**src/rtl/int_ctrl_if.sv**
```systemverilog
// Bus bundle between the decode/PC logic (master) and the interrupt controller (slave).
// Carries request lines, the retire/eret handshake and the redirect/save/restore controls.
interface int_ctrl_if;
    logic [2:0]  irq_in;
    logic [2:0]  mask;
    logic        retire;
    logic        eret;
    logic        take;
    logic [31:0] vector;
    logic        save_en;
    logic [1:0]  save_lvl;
    logic        restore;
    logic [1:0]  restore_lvl;
    logic [2:0]  running;
    logic [1:0]  cur_lvl;
    logic [2:0]  pending;
    logic        err;

    modport master (
        output irq_in, mask, retire, eret,
        input  take, vector, save_en, save_lvl, restore, restore_lvl,
               running, cur_lvl, pending, err
    );

    modport slave (
        input  irq_in, mask, retire, eret,
        output take, vector, save_en, save_lvl, restore, restore_lvl,
               running, cur_lvl, pending, err
    );
endinterface

```
**src/rtl/int_ctrl.sv**
```systemverilog
// Three-source nested interrupt controller: edge-latched requests, fixed priority
// preemption, and one-cycle take/save or restore pulses toward the PC logic.
module int_ctrl #(
    parameter logic [31:0] VEC1 = 32'h00000038,
    parameter logic [31:0] VEC2 = 32'h00000070,
    parameter logic [31:0] VEC3 = 32'h000000A8
) (
    input  logic        clk,
    input  logic        clr_n,
    int_ctrl_if.slave   bus
);

    typedef enum logic [1:0] {IDLE, ENTER, EXIT} state_t;

    state_t      state_q, state_d;
    logic [2:0]  irq_q;
    logic [2:0]  pending_q, pending_d;
    logic [2:0]  running_q, running_d;
    logic        err_q, err_d;
    logic [31:0] vector_q, vector_d;
    logic [1:0]  save_lvl_q, save_lvl_d;
    logic [1:0]  restore_lvl_q, restore_lvl_d;

    logic [2:0]  edge_det;
    logic [2:0]  eligible;
    logic [2:0]  clr_pend;
    logic [1:0]  cur_lvl;
    logic [1:0]  req_lvl;

    // Level number (1..3) of the highest set bit, 0 when none is set.
    function automatic logic [1:0] top_idx(input logic [2:0] v);
        if (v[2])      return 2'd3;
        else if (v[1]) return 2'd2;
        else if (v[0]) return 2'd1;
        else           return 2'd0;
    endfunction

    function automatic logic [2:0] lvl_bit(input logic [1:0] lvl);
        return (lvl == 2'd0) ? 3'b000 : (3'b001 << (lvl - 2'd1));
    endfunction

    assign edge_det = bus.irq_in & ~irq_q;
    assign eligible = pending_q & ~bus.mask;
    assign cur_lvl  = top_idx(running_q);
    assign req_lvl  = top_idx(eligible);

    always_comb begin
        state_d       = state_q;
        running_d     = running_q;
        err_d         = err_q;
        vector_d      = vector_q;
        save_lvl_d    = save_lvl_q;
        restore_lvl_d = restore_lvl_q;
        clr_pend      = 3'b000;

        case (state_q)
            IDLE: begin
                // eret has precedence; a competing request simply stays pending.
                if (bus.eret) begin
                    if (cur_lvl == 2'd0) begin
                        err_d = 1'b1;
                    end else begin
                        running_d     = running_q & ~lvl_bit(cur_lvl);
                        restore_lvl_d = top_idx(running_q & ~lvl_bit(cur_lvl));
                        state_d       = EXIT;
                    end
                end else if (bus.retire && (req_lvl > cur_lvl)) begin
                    clr_pend   = lvl_bit(req_lvl);
                    running_d  = running_q | lvl_bit(req_lvl);
                    save_lvl_d = cur_lvl;
                    case (req_lvl)
                        2'd3:    vector_d = VEC3;
                        2'd2:    vector_d = VEC2;
                        default: vector_d = VEC1;
                    endcase
                    state_d = ENTER;
                end
            end
            ENTER:   state_d = IDLE;
            EXIT:    state_d = IDLE;
            default: state_d = IDLE;
        endcase

        // A fresh edge wins over the accept clear so no request is lost.
        pending_d = (pending_q & ~clr_pend) | edge_det;
    end

    always_ff @(posedge clk or negedge clr_n) begin
        if (!clr_n) begin
            state_q       <= IDLE;
            irq_q         <= 3'b000;
            pending_q     <= 3'b000;
            running_q     <= 3'b000;
            err_q         <= 1'b0;
            vector_q      <= 32'h0;
            save_lvl_q    <= 2'd0;
            restore_lvl_q <= 2'd0;
        end else begin
            state_q       <= state_d;
            irq_q         <= bus.irq_in;
            pending_q     <= pending_d;
            running_q     <= running_d;
            err_q         <= err_d;
            vector_q      <= vector_d;
            save_lvl_q    <= save_lvl_d;
            restore_lvl_q <= restore_lvl_d;
        end
    end

    assign bus.take        = (state_q == ENTER);
    assign bus.save_en     = (state_q == ENTER);
    assign bus.restore     = (state_q == EXIT);
    assign bus.vector      = vector_q;
    assign bus.save_lvl    = save_lvl_q;
    assign bus.restore_lvl = restore_lvl_q;
    assign bus.running     = running_q;
    assign bus.cur_lvl     = cur_lvl;
    assign bus.pending     = pending_q;
    assign bus.err         = err_q;

endmodule

```
**src/flat_wrapper.sv**
```systemverilog
// flat-port wrapper written by rule: the top's interface ports become plain ports
module int_ctrl_flat 
#(
    parameter logic [31:0] VEC1 = 32'h00000038,
    parameter logic [31:0] VEC2 = 32'h00000070,
    parameter logic [31:0] VEC3 = 32'h000000A8
)
  (clk, clr_n, bus_irq_in, bus_mask, bus_retire, bus_eret, bus_take, bus_vector, bus_save_en, bus_save_lvl, bus_restore, bus_restore_lvl, bus_running, bus_cur_lvl, bus_pending, bus_err);
  int_ctrl_if bus_i ();
  input  logic clk;
  input  logic clr_n;
  input wire logic [$bits(bus_i.irq_in)-1:0] bus_irq_in;
  input wire logic [$bits(bus_i.mask)-1:0] bus_mask;
  input wire logic [$bits(bus_i.retire)-1:0] bus_retire;
  input wire logic [$bits(bus_i.eret)-1:0] bus_eret;
  output wire logic [$bits(bus_i.take)-1:0] bus_take;
  output wire logic [$bits(bus_i.vector)-1:0] bus_vector;
  output wire logic [$bits(bus_i.save_en)-1:0] bus_save_en;
  output wire logic [$bits(bus_i.save_lvl)-1:0] bus_save_lvl;
  output wire logic [$bits(bus_i.restore)-1:0] bus_restore;
  output wire logic [$bits(bus_i.restore_lvl)-1:0] bus_restore_lvl;
  output wire logic [$bits(bus_i.running)-1:0] bus_running;
  output wire logic [$bits(bus_i.cur_lvl)-1:0] bus_cur_lvl;
  output wire logic [$bits(bus_i.pending)-1:0] bus_pending;
  output wire logic [$bits(bus_i.err)-1:0] bus_err;
  assign bus_i.irq_in = bus_irq_in;
  assign bus_i.mask = bus_mask;
  assign bus_i.retire = bus_retire;
  assign bus_i.eret = bus_eret;
  assign bus_take = bus_i.take;
  assign bus_vector = bus_i.vector;
  assign bus_save_en = bus_i.save_en;
  assign bus_save_lvl = bus_i.save_lvl;
  assign bus_restore = bus_i.restore;
  assign bus_restore_lvl = bus_i.restore_lvl;
  assign bus_running = bus_i.running;
  assign bus_cur_lvl = bus_i.cur_lvl;
  assign bus_pending = bus_i.pending;
  assign bus_err = bus_i.err;
  int_ctrl #(.VEC1(VEC1), .VEC2(VEC2), .VEC3(VEC3)) u_core (.clk(clk), .clr_n(clr_n), .bus(bus_i));
endmodule
```
**config.mk**
```make
export PLATFORM = sky130hd
export DESIGN_NAME = int_ctrl_flat
export DESIGN_NICKNAME = d
export VERILOG_FILES = /design/src/rtl/int_ctrl_if.sv /design/src/rtl/int_ctrl.sv /design/src/flat_wrapper.sv
export SDC_FILE = /design/constraint.sdc
export NUM_CORES = 1
export LEC_CHECK = 0
export CELL_PAD_IN_SITES_DETAIL_PLACEMENT = 1
export CELL_PAD_IN_SITES_GLOBAL_PLACEMENT = 1
export CORE_MARGIN = 2
export CORE_UTILIZATION = 29
export CTS_BUF_LIST = sky130_fd_sc_hd__clkbuf_4 sky130_fd_sc_hd__clkbuf_8 sky130_fd_sc_hd__clkbuf_16
export DETAILED_ROUTE_END_ITERATION = 8
export GPL_TIMING_DRIVEN = 0
export HOLD_SLACK_MARGIN = 0.1
export PLACE_DENSITY_LB_ADDON = 0.08
export RECOVER_POWER = 25
export SLEW_MARGIN = 10
export SYNTH_ARGS = -nofsm -noshare
export SYNTH_HDL_FRONTEND = slang
export SYNTH_SLANG_ARGS = --single-unit
export TNS_END_PERCENT = 30
```
**constraint.sdc**
```tcl
create_clock -name clk -period 2.41 [get_ports clk]
set_clock_uncertainty 0.05 [all_clocks]
set_input_delay 0.3615 -clock clk [delete_from_list [all_inputs] [get_ports clk]]
set_output_delay 0.3615 -clock clk [all_outputs]
set_load 0.01 [all_outputs]
```
==> results of run 1 <==
-- registers in the layout, summed over array words and instances, names as in the netlist --
signal / flops
u_core.bus.err: 1
u_core.bus.pending: 3
u_core.bus.restore_lvl: 2
u_core.bus.running: 3
u_core.bus.save_lvl: 2
u_core.bus.vector: 5
u_core.irq_q: 3
u_core.state_q: 2
-- worst paths after layout --
check,startpoint,to,slack [ns]
max,bus_mask[1],u_core.bus.save_lvl[0]$_DFFE_PN0P_,0.24
min,u_core.bus.vector[5]$_DFFE_PN0P_,u_core.bus.vector[5]$_DFFE_PN0P_,0.43
max reg2reg,u_core.bus.pending[2]$_DFF_PN0_,u_core.bus.save_lvl[0]$_DFFE_PN0P_,0.37
min reg2reg,u_core.bus.vector[5]$_DFFE_PN0P_,u_core.bus.vector[5]$_DFFE_PN0P_,0.43
max in group asynchronous,clr_n,u_core.bus.running[1]$_DFFE_PN0P_,1.11
min in group asynchronous,clr_n,u_core.bus.vector[7]$_DFFE_PN0P_,0.63
-- cells in the mapped netlist, types with 2 or more instances --
cell type,n
a21o_1,2
o21ai_0,6
a21oi_1,3
nor2_1,5
dfrtp_1,21
inv_1,6
mux2_2,4
nor2b_1,7
ha_1,2
buf_4,28
nand2_1,5
nand2b_1,3
nor3b_1,2
-- worst register-to-register path, cell delays in order, from the launching register on --
cell and delay, ns:
dfrtp_1 0.40, nor2b_1 0.35, a21oi_1 0.08, ha_1 0.19, nor2b_1 0.18, o211ai_2 0.17
inv_4 0.16, mux2_2 0.34
-- layer usage --
layer / up-vias / wire length, µm / GRT usage, %
met2: 34 / 1170 / 20.7
met5: - / 0 / 0
li1: 440 / - / -
met3: 2 / 157 / 2.20
met4: 0 / 24 / 4.59
met1: 414 / 1020 / 14.0
-- logic make-up (layout without fill, tap and decap cells) --
logic type	count (synthesis)	after routing	share of synthesized area [%]
AOI/OAI and AO/OA	19	19	11.3
adders and majority gates	2	2	2.17
buffers and inverters	35	69	20.7
DFF	21	21	45.6
muxes	5	5	4.77
other	1	27	0.325
and+or+nand+nor	28	28	15.2
-- area by class of cell --
class / count / area (µm²)
Fill cell: 456 / 2090
Sequential cell: 21 / 526
Multi-Input combinational cell: 81 / 487
Timing Repair Buffer: 30 / 300
Buffer: 28 / 210
Tap cell: 48 / 60.1
Clock buffer: 3 / 41.3
Inverter: 7 / 28.8
Clock inverter: 1 / 5.00
-- stage by stage --
stage	setup TNS [ns]	setup WS, ns	cell area (µm²)	util [%]
2_1_floorplan	0	0.575	1250	-
3_3_place_gp	-0.111	-0.0297	1610	43.0
3_5_place_dp	-0.272	-0.0720	1610	43.0
4_1_cts	0	0.204	1660	44.3
5_1_grt	0	0.0953	1660	44.3
6_report	0	0.240	1660	44.3
-- where the power goes --
group / switching [mW] / total, mW / internal, mW / leakage [nW]
combinational: 0.386 / 0.855 / 0.469 / 0.543
clock: 0.116 / 0.231 / 0.115 / 0.0255
sequential: 0.111 / 0.579 / 0.468 / 0.246
total: 0.612 / 1.67 / 1.05 / 0.814
==> impl_metrics.env, run 1 <==
export IMPL_worstPathArrival_ns=2.27
export IMPL_finalPower_mw=1.67
export IMPL_via_per_inst=4.06
export IMPL_finalHoldWorstSlack_ns=0.433
export IMPL_wirelength_um=2370
export IMPL_yosysUniqueCellTypes=30
export IMPL_instances_no_fill=219
export IMPL_crit_chain="clkdlybuf4s50_1 -> nand2b_1 -> nand2_1 -> ha_1 -> nor2b_1 -> o211ai_2 -> inv_4 -> mux2_2"
export IMPL_fin_crit_ns=2.17
export IMPL_die_h_um=67.1
export IMPL_rsz0062_at_grt="no"
export IMPL_cp_start_kind="input port"
export IMPL_tritoncts="yes"
export IMPL_slowest_stage="clkdlybuf4s50_1"
export IMPL_drc=0
export IMPL_fin_nets=184
export IMPL_pin_count=58
export IMPL_postSynthAreaPerCell_um2=10.4
export IMPL_dp_cells=215
export IMPL_ys_seq_area_share_pct=45.6
export IMPL_drt_iter0_drc=34
export IMPL_yosys_top_cells_area="dfrtp_1, buf_4, mux2_2"
export IMPL_cpPeakStageDelay_ns=0.47
export IMPL_hold_viol=0
export IMPL_clkTransAtPathRegs_ns=0.08
export IMPL_r2r_cells=7
export IMPL_slew_headroom_pct=37.9
export IMPL_ant_nets=0
export IMPL_whs_path_depth=1
export IMPL_ys_ff_latch=21
export IMPL_dr_total_vias=890
export IMPL_wl_per_cell_um=10.8
export IMPL_worst_slew_pin_slew_ns=0.929
export IMPL_hpwl_um=1960
export IMPL_worstSetupEndpointType="register"
export IMPL_yosys_warnings=0
export IMPL_synth_top_area_share_pct=45.6
export IMPL_worstPathRequired_ns=2.51
export IMPL_final_cell_mix="buf_4, conb_1, clkdlybuf4s50_1, dfrtp_1, nor2b_1"
export IMPL_critPathTopFamily="buffers and inverters"
export IMPL_grt_pass1_vias=899
export IMPL_status="finished, final reports clean"
export IMPL_path_buf_inv=2
export IMPL_postCtsSetupBuffers=0
export IMPL_cts_buffer_depth=2
export IMPL_overflow=0
export IMPL_grt_max_degree=22
export IMPL_async_flop_share_pct=100
export IMPL_core_um2=3740
export IMPL_grt_util_all_layers_pct=11.8
export IMPL_start_util_pct=30.8
export IMPL_min_period_over_period_pct=90.0
export IMPL_hold_path_class="register to register"
export IMPL_diodes=0
export IMPL_die_area_um2=4500
export IMPL_synth_ff_type="dfrtp_1"
export IMPL_layout_commonest_cell="buf_4"
export IMPL_critical_path_depth=8
export IMPL_slew_viol_final=0
export IMPL_leakage_nw=0.814
export IMPL_yosysTopAreaCell="dfrtp_1"
export IMPL_insertion_delay_ns=0.26
export IMPL_hold_buffers=0
export IMPL_h_tree_depth=1
export IMPL_setup_viol=0
export IMPL_cts_buffers=3
export IMPL_power_density_nw_per_um2=1000
export IMPL_grt_first_pass_wirelength_um=4010
export IMPL_port_buffers=30
export IMPL_peakVddDrop_uv=326
export IMPL_crit_type="input port to register"
export IMPL_cap_viol_max_count=0
export IMPL_fp_row_count=22
export IMPL_cts_sinks=21
export IMPL_fp_dieW_um=67.1
export IMPL_first_pass_iters=3
export IMPL_cts_root_buffer_cell="clkbuf_8"
export IMPL_area_growth_pct=43.7
export IMPL_antenna_found_initial=0
export IMPL_synth_edf_count=0
export IMPL_gp_congestion=0.716
export IMPL_layout_drive_gt1_share_pct=24.0
export IMPL_cts_repair_resized=0
export IMPL_fmax_mhz=461
export IMPL_syn_inst=111
export IMPL_worstPathMaxFanout=9
export IMPL_synth_area_um2=1150
Power figures use the tool's default switching activity.
==> inputs of run 2 (changes only) <==
--- a/config.mk
+++ b/config.mk
@@ -15,6 +15,7 @@
 export HOLD_SLACK_MARGIN = 0.1
 export PLACE_DENSITY_LB_ADDON = 0.08
 export RECOVER_POWER = 25
+export SKIP_LAST_GASP = 1
 export SLEW_MARGIN = 10
 export SYNTH_ARGS = -nofsm -noshare
 export SYNTH_HDL_FRONTEND = slang
==> results of run 2 <==
The final DEF is identical to that of run 1; final timing and power are the same.
